==> src/rtl/fourier_rns_pkg.sv <==
// Shared types and operation codes for the RNS DFT frame controller and its FIFO.
package fourier_rns_pkg;

  typedef logic [64:0] rns65_t;

  localparam logic [1:0] OP_IDLE    = 2'b00;
  localparam logic [1:0] OP_WRITE   = 2'b01;
  localparam logic [1:0] OP_COMPUTE = 2'b10;
  localparam logic [1:0] OP_READ    = 2'b11;

  typedef enum logic [1:0] {
    CLR     = 2'b00,
    LOAD    = 2'b01,
    COMPUTE = 2'b10,
    DRAIN   = 2'b11
  } state_t;

  // One drained result: real part, imaginary part, end-of-frame marker.
  typedef struct packed {
    rns65_t re;
    rns65_t im;
    logic   last;
  } pair_t;

endpackage

==> src/rtl/rns_pair_fifo2.sv <==
// Two-entry synchronous FIFO holding (re, im, last) result pairs; push and pop may coincide.
module rns_pair_fifo2
  import fourier_rns_pkg::*;
(
  input  logic       clk,
  input  logic       reset,
  input  logic       i_push,
  input  logic       i_pop,
  input  pair_t      i_wdata,
  output pair_t      o_rdata,
  output logic       o_full,
  output logic       o_empty,
  output logic [1:0] o_count
);

  pair_t      r_mem [2];
  logic       r_wptr;
  logic       r_rptr;
  logic [1:0] r_count;

  logic w_do_push;
  logic w_do_pop;

  // A push into a full FIFO is accepted only when the same cycle frees a slot.
  assign w_do_pop  = i_pop && (r_count != 2'd0);
  assign w_do_push = i_push && ((r_count != 2'd2) || w_do_pop);

  always_ff @(posedge clk) begin
    if (reset) begin
      r_wptr  <= 1'b0;
      r_rptr  <= 1'b0;
      r_count <= 2'd0;
    end else begin
      if (w_do_push) begin
        r_mem[r_wptr] <= i_wdata;
        r_wptr        <= ~r_wptr;
      end
      if (w_do_pop) begin
        r_rptr <= ~r_rptr;
      end
      case ({w_do_push, w_do_pop})
        2'b10:   r_count <= r_count + 2'd1;
        2'b01:   r_count <= r_count - 2'd1;
        default: r_count <= r_count;
      endcase
    end
  end

  assign o_rdata = r_mem[r_rptr];
  assign o_full  = (r_count == 2'd2);
  assign o_empty = (r_count == 2'd0);
  assign o_count = r_count;

endmodule

==> src/rtl/fourier_rns_ctrl.sv <==
// Frame sequencer for the RNS DFT engine: clear, load N samples, compute, drain N results.
module fourier_rns_ctrl
  import fourier_rns_pkg::*;
#(
  parameter int N       = 100,
  parameter int TIMEOUT = 65536
) (
  input  logic         clk,
  input  logic         reset,
  input  logic         in_valid,
  output logic         in_ready,
  input  logic [64:0]  in_data,
  output logic         out_valid,
  input  logic         out_ready,
  output logic [64:0]  out_re,
  output logic [64:0]  out_im,
  output logic         out_last,
  output logic         busy,
  output logic         error,
  output logic [15:0]  frame_cnt,
  output logic         eng_reset,
  output logic [31:0]  eng_addr,
  output logic [64:0]  eng_x,
  output logic [1:0]   eng_op,
  input  logic [64:0]  eng_y_re,
  input  logic [64:0]  eng_y_im,
  input  logic         eng_done
);

  localparam int IW = $clog2(N + 1);
  localparam int TW = $clog2(TIMEOUT + 1);

  state_t          r_state;
  logic [IW-1:0]   r_idx;
  logic [IW-1:0]   r_rd_idx;
  logic [IW-1:0]   r_rsp_idx;
  logic [TW-1:0]   r_timer;
  logic            r_inflight;
  logic            r_error;
  logic [15:0]     r_frame_cnt;

  logic            w_issue;
  logic            w_pop;
  logic            w_pop_last;
  logic            w_fifo_full;
  logic            w_fifo_empty;
  logic [1:0]      w_fifo_count;
  pair_t           w_fifo_wdata;
  pair_t           w_fifo_rdata;

  assign w_fifo_wdata.re   = eng_y_re;
  assign w_fifo_wdata.im   = eng_y_im;
  assign w_fifo_wdata.last = (r_rsp_idx == IW'(N - 1));

  rns_pair_fifo2 u_fifo (
    .clk     (clk),
    .reset   (reset),
    .i_push  (r_inflight),
    .i_pop   (w_pop),
    .i_wdata (w_fifo_wdata),
    .o_rdata (w_fifo_rdata),
    .o_full  (w_fifo_full),
    .o_empty (w_fifo_empty),
    .o_count (w_fifo_count)
  );

  // Reads are throttled so that queued plus outstanding results never exceed the FIFO depth.
  assign w_issue = (r_state == DRAIN) && (r_rd_idx < IW'(N)) && !w_fifo_full &&
                   (({1'b0, w_fifo_count} + {2'b00, r_inflight}) < 3'd2);

  assign out_valid  = !w_fifo_empty;
  assign out_re     = w_fifo_rdata.re;
  assign out_im     = w_fifo_rdata.im;
  assign out_last   = !w_fifo_empty && w_fifo_rdata.last;
  assign w_pop      = out_valid && out_ready;
  assign w_pop_last = w_pop && w_fifo_rdata.last;

  assign in_ready  = (r_state == LOAD);
  assign busy      = !((r_state == LOAD) && (r_idx == IW'(0)));
  assign eng_reset = (r_state == CLR);
  assign error     = r_error;
  assign frame_cnt = r_frame_cnt;

  // Engine pin drive; write and read are only ever issued outside CLR, so never under engine reset.
  always_comb begin
    eng_op   = OP_IDLE;
    eng_addr = 32'd0;
    eng_x    = 65'd0;
    case (r_state)
      LOAD: begin
        if (in_valid) begin
          eng_op   = OP_WRITE;
          eng_addr = 32'(r_idx);
          eng_x    = in_data;
        end else begin
          eng_op   = OP_IDLE;
        end
      end
      COMPUTE: begin
        eng_op = OP_COMPUTE;
      end
      DRAIN: begin
        if (w_issue) begin
          eng_op   = OP_READ;
          eng_addr = 32'(r_rd_idx);
        end else begin
          eng_op   = OP_IDLE;
        end
      end
      default: begin
        eng_op = OP_IDLE;
      end
    endcase
  end

  always_ff @(posedge clk) begin
    if (reset) begin
      r_state     <= CLR;
      r_idx       <= '0;
      r_rd_idx    <= '0;
      r_rsp_idx   <= '0;
      r_timer     <= '0;
      r_inflight  <= 1'b0;
      r_error     <= 1'b0;
      r_frame_cnt <= 16'd0;
    end else begin
      case (r_state)
        CLR: begin
          r_state    <= LOAD;
          r_idx      <= '0;
          r_inflight <= 1'b0;
        end
        LOAD: begin
          if (in_valid) begin
            if (r_idx == IW'(N - 1)) begin
              r_state <= COMPUTE;
              r_idx   <= '0;
              r_timer <= '0;
            end else begin
              r_idx <= r_idx + IW'(1);
            end
          end
        end
        COMPUTE: begin
          r_timer <= r_timer + TW'(1);
          if (eng_done) begin
            r_state    <= DRAIN;
            r_rd_idx   <= '0;
            r_rsp_idx  <= '0;
            r_inflight <= 1'b0;
          end else if (r_timer == TW'(TIMEOUT - 1)) begin
            // The frame is abandoned; CLR resets the engine before the next LOAD.
            r_error <= 1'b1;
            r_state <= CLR;
          end
        end
        DRAIN: begin
          r_inflight <= w_issue;
          if (w_issue) begin
            r_rd_idx <= r_rd_idx + IW'(1);
          end
          if (r_inflight) begin
            r_rsp_idx <= r_rsp_idx + IW'(1);
          end
          if (w_pop_last) begin
            r_frame_cnt <= r_frame_cnt + 16'd1;
            r_state     <= CLR;
          end
        end
        default: begin
          r_state <= CLR;
        end
      endcase
    end
  end

endmodule

==> config.mk <==
export PLATFORM = sky130hd
export DESIGN_NAME = fourier_rns_ctrl
export DESIGN_NICKNAME = d
export VERILOG_FILES = /design/src/rtl/fourier_rns_pkg.sv /design/src/rtl/rns_pair_fifo2.sv /design/src/rtl/fourier_rns_ctrl.sv
export SDC_FILE = /design/constraint.sdc
export NUM_CORES = 1
export LEC_CHECK = 0
export CAP_MARGIN = 20
export CORE_MARGIN = 1
export CORE_UTILIZATION = 45
export DETAILED_ROUTE_END_ITERATION = 7
export PLACE_DENSITY = 0.79
export SLEW_MARGIN = 15
export SYNTH_ARGS = -nofsm -noshare
export SYNTH_HDL_FRONTEND = slang
export SYNTH_HIERARCHICAL = 1
export SYNTH_SLANG_ARGS = --single-unit
==> constraint.sdc <==
create_clock -name clk -period 16.2 [get_ports clk]
set_input_delay 3.24 -clock clk [delete_from_list [all_inputs] [get_ports clk]]
set_output_delay 3.24 -clock clk [all_outputs]
set_load 0.01 [all_outputs]
=== After elaboration in Yosys (flattened, before gate mapping) ===
Memories as Yosys holds them, arrays and structs flattened. A register that Yosys moved wholly into a read port is not among the register bits.
Index checks and enable logic that the tools add are counted.

* Bitwise logic cells: 3
* Multiplexer cells: 33
* Shifts and indexed selects: 0
* Equal/unequal tests: 17
* Multiply operators: 0
* Div/mod/pow operators: 0
* Reduce and logical (&&, ||, !) cells: 30
* $add $sub $neg: 8
* $lt $le $gt $ge: 2

{| class="wikitable"
|+ Operators by type and width
! kind !! count
|-
| $mux 65 || 2
|-
| $pmux 7 s2 || 4
|-
| $mux 7 || 7
|-
| $mux 17 || 2
|-
| $pmux 17 s2 || 1
|-
| $add 7x1->7 const B || 3
|-
| $add 17x1->17 const B || 1
|-
| $eq 17x16->1 const B || 1
|-
| $add 16x1->16 const B || 1
|-
| $eq 7x7->1 const B || 2
|-
| $mux 2 || 6
|-
| $ne 2x2->1 const B || 6
|-
| $reduce_and 3->1 || 4
|-
| $reduce_bool 2->1 || 5
|-
| $logic_and 1x1->1 || 9
|-
| $eq 2x2->1 const B || 4
|-
| $pmux 2 s4 || 1
|-
| $logic_not 7->1 || 1
|-
| $lt 7x7->1 const B || 1
|-
| $mux 1 || 7
|-
| $pmux 2 s3 || 1
|-
| $reduce_and 2->1 || 3
|-
| $eq 2x1->1 const B || 2
|-
| $logic_not 2->1 || 2
|-
| other kinds (13) || 17
|}

* Input bits: 200
* Bits in registers: 62
* Memory bits (read-only): 0
* Memory bits (writable): 262
* Word-level logic and storage cells: 105
* Output and inout port bits: 251
* Memories kept: 1
* Latch bits: 0

{| class="wikitable"
|+ Memories
! memory !! depth !! bits a word !! rd ports !! clocked after memory_dff !! write ports !! RTL line !! source
|-
| u_fifo.r_mem || 2 || 131 || 1 || 1 || 1 || rns_pair_fifo2.sv:16 || <nowiki>pair_t r_mem [2];</nowiki>
|}

=== Depth between registers and ports, before layout ===
Gate-level depths: netlist of the first run.

* Depth after elaboration: 9
* Gate-level depth with buffers: 8

=== By module ===
The synthesis of the first run kept the hierarchy.

{| class="wikitable"
|+ By module, submodules not included
! module !! area each (um2) !! instances !! sequential area each (um2) !! cells each
|-
| rns_pair_fifo2 || 9709.3 || 1 || 7967.6 || 434
|-
| fourier_rns_ctrl || 3575.9 || 1 || 1161.1 || 452
|}

=== Worst setup path before layout of the first run ===
Ideal clock, no wire load.

* Kind: input -> register
* Start point: input port out_ready
* End point: memory u_fifo/r_mem[1][0] in the netlist's numbering (enable)
* Data arrival time: 13.055 ns
* Setup slack: 2.337 ns
* Required time: 15.392 ns
* Stages on the path: 3
* Path through: nor2b_1 o21ai_2 nor3b_1

* Cells in the longest elaborated chain, start to end: 7

{| class="wikitable"
|+ Ends and longest elaborated chain
! what !! RTL line !! source
|-
| start: declaration || fourier_rns_ctrl.sv:14 || <nowiki>input logic out_ready,</nowiki>
|-
| $logic_and 1x1->1 || fourier_rns_ctrl.sv:75 || <nowiki>assign w_pop = out_valid && out_ready;</nowiki>
|-
| $logic_and 1x1->1 || rns_pair_fifo2.sv:25 || <nowiki>assign w_do_pop = i_pop && (r_count != 2'd0);</nowiki>
|-
| $logic_or 1x1->1 || rns_pair_fifo2.sv:26 || <nowiki>assign w_do_push = i_push && ((r_count != 2'd2) || w_do_pop);</nowiki>
|-
| $logic_and 1x1->1 || rns_pair_fifo2.sv:26 ||
|-
| $mux 1 || rns_pair_fifo2.sv:34 || <nowiki>if (w_do_push) begin</nowiki>
|-
| $mux 1 || rns_pair_fifo2.sv:29 || <nowiki>if (reset) begin</nowiki>
|-
| $mux 1 (not written as such) || rns_pair_fifo2.sv:35 || <nowiki>r_mem[r_wptr] <= i_wdata;</nowiki>
|-
| end: declaration || rns_pair_fifo2.sv:16 ||
|}

Every way passes these cells.

=== Worst setup path after layout of the first run ===
* Start point: input port in_valid
* End point: output port eng_x[26]

* Cells in the longest elaborated chain, start to end: 2

{| class="wikitable"
|+ Ends and longest elaborated chain
! what !! RTL line !! source
|-
| start: declaration || fourier_rns_ctrl.sv:10 || <nowiki>input logic in_valid,</nowiki>
|-
| $mux 65 || fourier_rns_ctrl.sv:91 || <nowiki>if (in_valid) begin</nowiki>
|-
| $mux 65 || fourier_rns_ctrl.sv:89 || <nowiki>case (r_state)</nowiki>
|-
| end: declaration || fourier_rns_ctrl.sv:23 || <nowiki>output logic [64:0] eng_x,</nowiki>
|}

Every way passes these cells.

==> impl_metrics.ini, run 1 <==
[detailed_routing]
drt_iter0_markers = 494
antenna_left = 0
via_per_inst = 5.14
wl_per_cell_um = 19.7
vias = 8864
drt-pass1-iter-count = 4
wl_um = 33900
drc = 0

[clock_network]
cts_tree = done
cts_sinks = 325
clk_path_buf_depth = 3
insertion_delay_ns = 0.49
hold_buffers = 0
cts_resized = 0
cts_setup_buffers = 0
numCtsBuffers = 34
htree_levels = 2
cts_root_buf = clkbuf_16
path_clk_slew_ns = 0.06

[die]
dieWidth_um = 174
rows = 62
num_io_pins = 451
initial_utilization_pct = 46.0
die_area_sq_um = 30200
die_h_um = 174
core-area_sq_um = 28900

[worst_setup_path]
path_common_cell = clkdlybuf4s50_1
worst-path-buf-inv = 3
critPathTopFamily = buffers and inverters
crit_slowest_cell = clkdlybuf4s50_1
worstSetupPathType = primary input to primary output
critPathLaunchType = primary input
max_stage_delay_ns = 0.54
path_cells = clkdlybuf4s50_1 > and3b_2 > buf_12 > and2_1 > clkdlybuf4s50_1
cp_max_fo = 57
endpoint_kind = primary output
critPathArrivalTime_ns = 5.09
required_ns = 12.96
ff2ff_setup_slack_ns = 13.05

[timing]
rsz0062_at_grt = no
slew_viol_final = 0
worstMarginPinSlew_ns = 1.05
slew_headroom_pct = 30.2
hold_viol = 0
fin_crit_sh_pct = 51.4
holdWs_ns = 0.452
fmax_ghz = 0.120
period_minus_slack_ns = 8.33
setup_violations = 0
fin_skew_ns = 0.0109
setup_tns_ns = 0

[synth]
syn_area_sq_um = 13300
synth_ff_type = edfxtp_1
synth-compound-area-share_pct = 3.48
synth_edf_count = 262
yosys_warnings = 6
synth_top_family_by_area = multiplexers
synthMuxAreaShare_pct = 11.3
async_reset_ff_share_pct = 0
synth_cells = 886
yosysSeqAreaShare_pct = 68.7
syn_area_per_cell_sq_um = 15.0
synth_seq_cells = 325
synth_xor_area_share_pct = 1.78
synthSimpleGateAreaFrac_pct = 10.4
synthAdderAreaFrac_pct = 0.753
ys_types = 51

[final_layout]
final_cell_count_no_fill = 1723
fin_util_pct = 65.2
nets = 1521
area_delta_synth_final_pct = 41.7
final_area_sq_um = 18800
drive_above_1_share_pct = 15.1

[pwr]
power-per-cell-area_nw_per_um2 = 91.3
p_leak_nw = 6.35
peakVddDrop_mv = 0.0650

[grt]
grt_remaining_overflow = 0
grt_pass1_vias = 8953
grtUsageTotal_pct = 21.6
grt_start_max_net_pins = 79
grt_pass1_wl_um = 50200
antenna_found_initial = 3

[placement]
place_congestion = 0.935
hpwl_um = 23400
dp.cells = 1660
dpl-instance-area_sq_um = 17800
port_buffers = 425

[flow_run]
maxCapViolCount = 0

[outcome]
outcome = finished, final reports clean

[hold_path]
hold_path.class = flop to flop
==> worst paths after layout <==
| path | start | to | cells after the start |
|---|---|---|---|
| setup / recovery | in_valid | eng_x[26] | 5 |
| hold / removal | r_timer[16] | r_timer[16] | 2 |
| setup reg to reg | u_fifo/o_count[0] | u_fifo/r_mem[1][35] | 6 |
| hold reg to reg | r_timer[16] | r_timer[16] | 2 |
==> cell usage in the layout, fill, tap and decap left out, types with 8 or more instances in the layout <==
master,instances
a21oi_1,19
a22o_1,8
and2_1,72
clkbuf_1,8
clkbuf_16,35
clkdlybuf4s50_1,425
conb_1,25
dfxtp_1,62
edfxtp_1,262
ha_1,8
inv_1,13
mux2_2,133
nand2_1,24
nand3_1,25
nand4_1,21
nor2_1,39
o21ai_0,16
xnor2_1,13
xor2_1,14
==> cells by family after synthesis <==
| logic type | Yosys count |
|---|---|
| flip-flops | 325 |
| AND/OR/NAND/NOR | 243 |
| other | 1 |
| adder cells (fa/ha/maj) | 8 |
| AO/OA/AOI/OAI | 70 |
| XOR/XNOR | 27 |
| buffers and inverters | 79 |
| multiplexers | 133 |
==> layer usage <==
| layer | part of all wire [%] | vias up | routed length [um] | GRT usage (%) |
|---|---|---|---|---|
| met3 | 7.6 | 46 | 2580 | 5.94 |
| li1 | - | 4131 | - | - |
| met5 | 0.038 | - | 13 | 0 |
| met1 | 38 | 4338 | 12800 | 24.2 |
| met2 | 52 | 347 | 17700 | 39.7 |
| met4 | 2.3 | 2 | 793 | 6.25 |
==> tightest hold or removal path: stages, from the launching register on <==
cell and delay, ns:
dfxtp_1 0.32, nand2_1 0.04, o21ai_0 0.05
==> power breakdown <==
| part | leakage [nW] | switching, W | internal [W] |
|---|---|---|---|
| combinational | 2.96 | 0.0000300 | 0.0000591 |
| clock | 0.516 | 0.000297 | 0.000430 |
| sequential | 2.87 | 0.00000117 | 0.000900 |
| total | 6.35 | 0.000329 | 0.00139 |
==> synthesized netlist by cell type (all sizes together) (14+ instances only) <==
cell type / count / area share (%)
edfxtp: 262 / 59
nor2: 39 / 1.1
mux2: 133 / 11
and2: 72 / 3.4
buf: 48 / 2.7
xor2: 14 / 0.92
dfxtp: 63 / 9.5
clkbuf: 18 / 0.51
a21oi: 19 / 0.72
o21ai: 17 / 0.67
nand4: 21 / 0.99
nand3: 27 / 1.1
nand2: 24 / 0.68
==> metrics by stage <==
stage	power, W	setup WS (ns)
final	0.00172	7.87
after global routing	0.00177	7.75
after CTS	0.00173	7.47
after detailed placement	0.00101	7.48
after global placement	0.00101	7.49
after floorplan	0.000943	2.34
==> state kept, by name, indices dropped and copies added, names as in the netlist, named ones only <==
| register | cells |
|---|---|
| r_rsp_idx | 7 |
| u_fifo/o_count | 2 |
| r_rd_idx | 7 |
| u_fifo/r_mem | 262 |
| u_fifo/r_wptr | 1 |
| error | 1 |
| u_fifo/r_rptr | 1 |
| r_timer | 17 |
| frame_cnt | 16 |
| r_inflight | 1 |
| r_idx | 7 |
| r_state | 2 |
==> area by class of cell <==
| cell class | instances | area [sq um] |
|---|---|---|
| Tap cell | 384 | 480 |
| Clock inverter | 12 | 86.3 |
| Sequential cell | 325 | 9130 |
| Antenna cell | 3 | 7.51 |
| Multi-Input combinational cell | 506 | 3780 |
| Timing Repair Buffer | 433 | 4330 |
| Clock buffer | 47 | 961 |
| Fill cell | 2093 | 10000 |
| Inverter | 13 | 48.8 |
No activity file was read; power rests on OpenSTA's default activity.
==> run 2, diff against run 1 <==
- clock period: 16.2 -> 7.8 ns (I/O delays scaled with it)
==> run 2 against run 1 <==
  * Cell count up 0.17%
  * Setup slack got worse by 5.3 ns
  * Clock power up 120%
  * Register-to-register slack worse by 8.1 ns
  * Clock skew down 0.0017 ns
  * Sequential power is 110% higher
  * Wire length down 4.2%
  * Via count decreased by 0.45%
  * Total power up 110%
  * Combinational power increased by 110%
==> impl_metrics.ini, run 2 (synthesis results as in run 1) <==
[outcome]
outcome = finished, final reports clean

[worst_setup_path]
path_common_cell = clkdlybuf4s50_1
worstSetupPathType = primary input to primary output
critPathArrivalTime_ns = 3.70
path_cells = clkdlybuf4s50_1 > and3b_2 > a22o_1 > clkdlybuf4s50_1
cp_max_fo = 78
critPathLaunchType = primary input
required_ns = 6.24
max_stage_delay_ns = 0.85
crit_slowest_cell = and3b_2
endpoint_kind = primary output

[die]
dieWidth_um = 174
die_h_um = 174
initial_utilization_pct = 46.0
die_area_sq_um = 30200
num_io_pins = 451
core-area_sq_um = 28900
rows = 62

[final_layout]
layout_commonest_cell = clkdlybuf4s50_1
regMostFlops = u_fifo/r_mem
fin_util_pct = 65.5
largest_reg_flops = 262
mostFrequentLayoutCells = 425 x clkdlybuf4s50_1, 262 x edfxtp_1, 133 x mux2_2
nets = 1524
area_delta_synth_final_pct = 42.3
drive_above_1_share_pct = 15.7

[pwr]
clock_power_share_pct = 43.7
p_int_w = 0.00294
peakVddDrop_mv = 0.112
p_leak_nw = 6.39
power-per-cell-area_nw_per_um2 = 193
p_comb_share_pct = 5.0
seqPwrFrac_pct = 51.3
switching_power_w = 0.000712
p_sw_share_pct = 19.5

[timing]
slew_headroom_pct = 34.2
rsz0062_at_grt = no
setup_violations = 0
period_minus_slack_ns = 5.26
hold_viol = 0
fin_crit_sh_pct = 67.5
fin_skew_ns = 0.00920
worstMarginPinSlew_ns = 0.988
holdWs_ns = 0.468
fmax_ghz = 0.190
setup_tns_ns = 0
slew_viol_final = 0

[clock_network]
cts_sinks = 325
cts_resized = 0
path_clk_slew_ns = 0.06
insertion_delay_ns = 0.50
cts_tree = done
numCtsBuffers = 34
htree_levels = 2
cts_root_buf = clkbuf_16
cts_setup_buffers = 0
hold_buffers = 0
clk_path_buf_depth = 3

[grt]
grt_busiest_layer = met2
grt_pass1_wl_um = 49100
grt_remaining_overflow = 0
antenna_found_initial = 2
grt_start_max_net_pins = 79
grt_pass1_vias = 8942
use_met1_pct = 23.4
grtUsageTotal_pct = 20.9
gr-usage-met2_pct = 38.1
met3_usage_pct = 5.92

[hold_path]
hold_path.class = flop to flop

[detailed_routing]
wl_um = 32500
via_per_inst = 5.11
antenna_left = 0
vias = 8824
wl_per_cell_um = 18.8
drt_iter0_markers = 577
drt-pass1-iter-count = 5
drc = 0

[placement]
hpwl_um = 22800
port_buffers = 425
place_congestion = 0.848

[flow_run]
maxCapViolCount = 0
==> run 2: cell types whose count changed in the layout (fill, tap and decap cells not counted), sizes merged <==
cell and delta:
clkbuf -6, buf +3, clkinv +3, bufinv +2
diode -2, inv +2, clkinvlp +1
==> run 2: power groups by stage <==
stage | Combinational [W] | Clock, W | Sequential (W)
2_1_floorplan | 0.0000484 | 0 | 0.00191
3_3_place_gp | 0.000179 | 0 | 0.00191
3_5_place_dp | 0.000184 | 0 | 0.00191
4_1_cts | 0.000186 | 0.00163 | 0.00187
5_1_grt | 0.000197 | 0.00169 | 0.00187
6_report | 0.000184 | 0.00159 | 0.00187
==> run 2: routing by layer <==
metal  wire length [um]  vias up
li1                   -     4133
met1              11800     4226
met2              16900      395
met3               2750       68
met4                994        2
met5                 13        -
==> run 2: per-stage QoR <==
step	setup slack [ns]	area [sq um]	instances	total power, W
floorplan	0.276	13400	910	0.00196
global placement	2.60	17800	1664	0.00209
CTS	2.51	18900	1725	0.00369
finish	2.54	18900	1726	0.00365
global route	2.36	18900	1725	0.00376
detailed placement	2.51	17800	1664	0.00209
==> run 2: final timing paths <==
| path | start | to | slack [ns] | cells after the start |
|---|---|---|---|---|
| worst max register to register | u_fifo/o_count[0] | u_fifo/r_mem[1][120] | 4.99 | 6 |
| worst min register to register | r_timer[10] | r_timer[10] | 0.47 | 1 |
| worst min-delay path | r_timer[10] | r_timer[10] | 0.47 | 1 |
| worst max-delay path | in_valid | eng_addr[3] | 2.54 | 4 |
==> run 2: final cells by class <==
class                      instances  area (sq um)
antenna                            1          2.50
clock buffer                      41           918
clock inverter                    20           194
fill                            2093          9950
inverter                          13          48.8
multi-input combinational        506          3800
sequential                       325          9130
tap                              384           480
timing repair buffer             436          4340
==> run 2: worst max-delay path, delay by kind of cell <==
family / cells / cell delay (ns)
buffers and inverters: 2 / 1.01
AO/OA/AOI/OAI: 1 / 0.25
AND/OR/NAND/NOR: 1 / 0.85
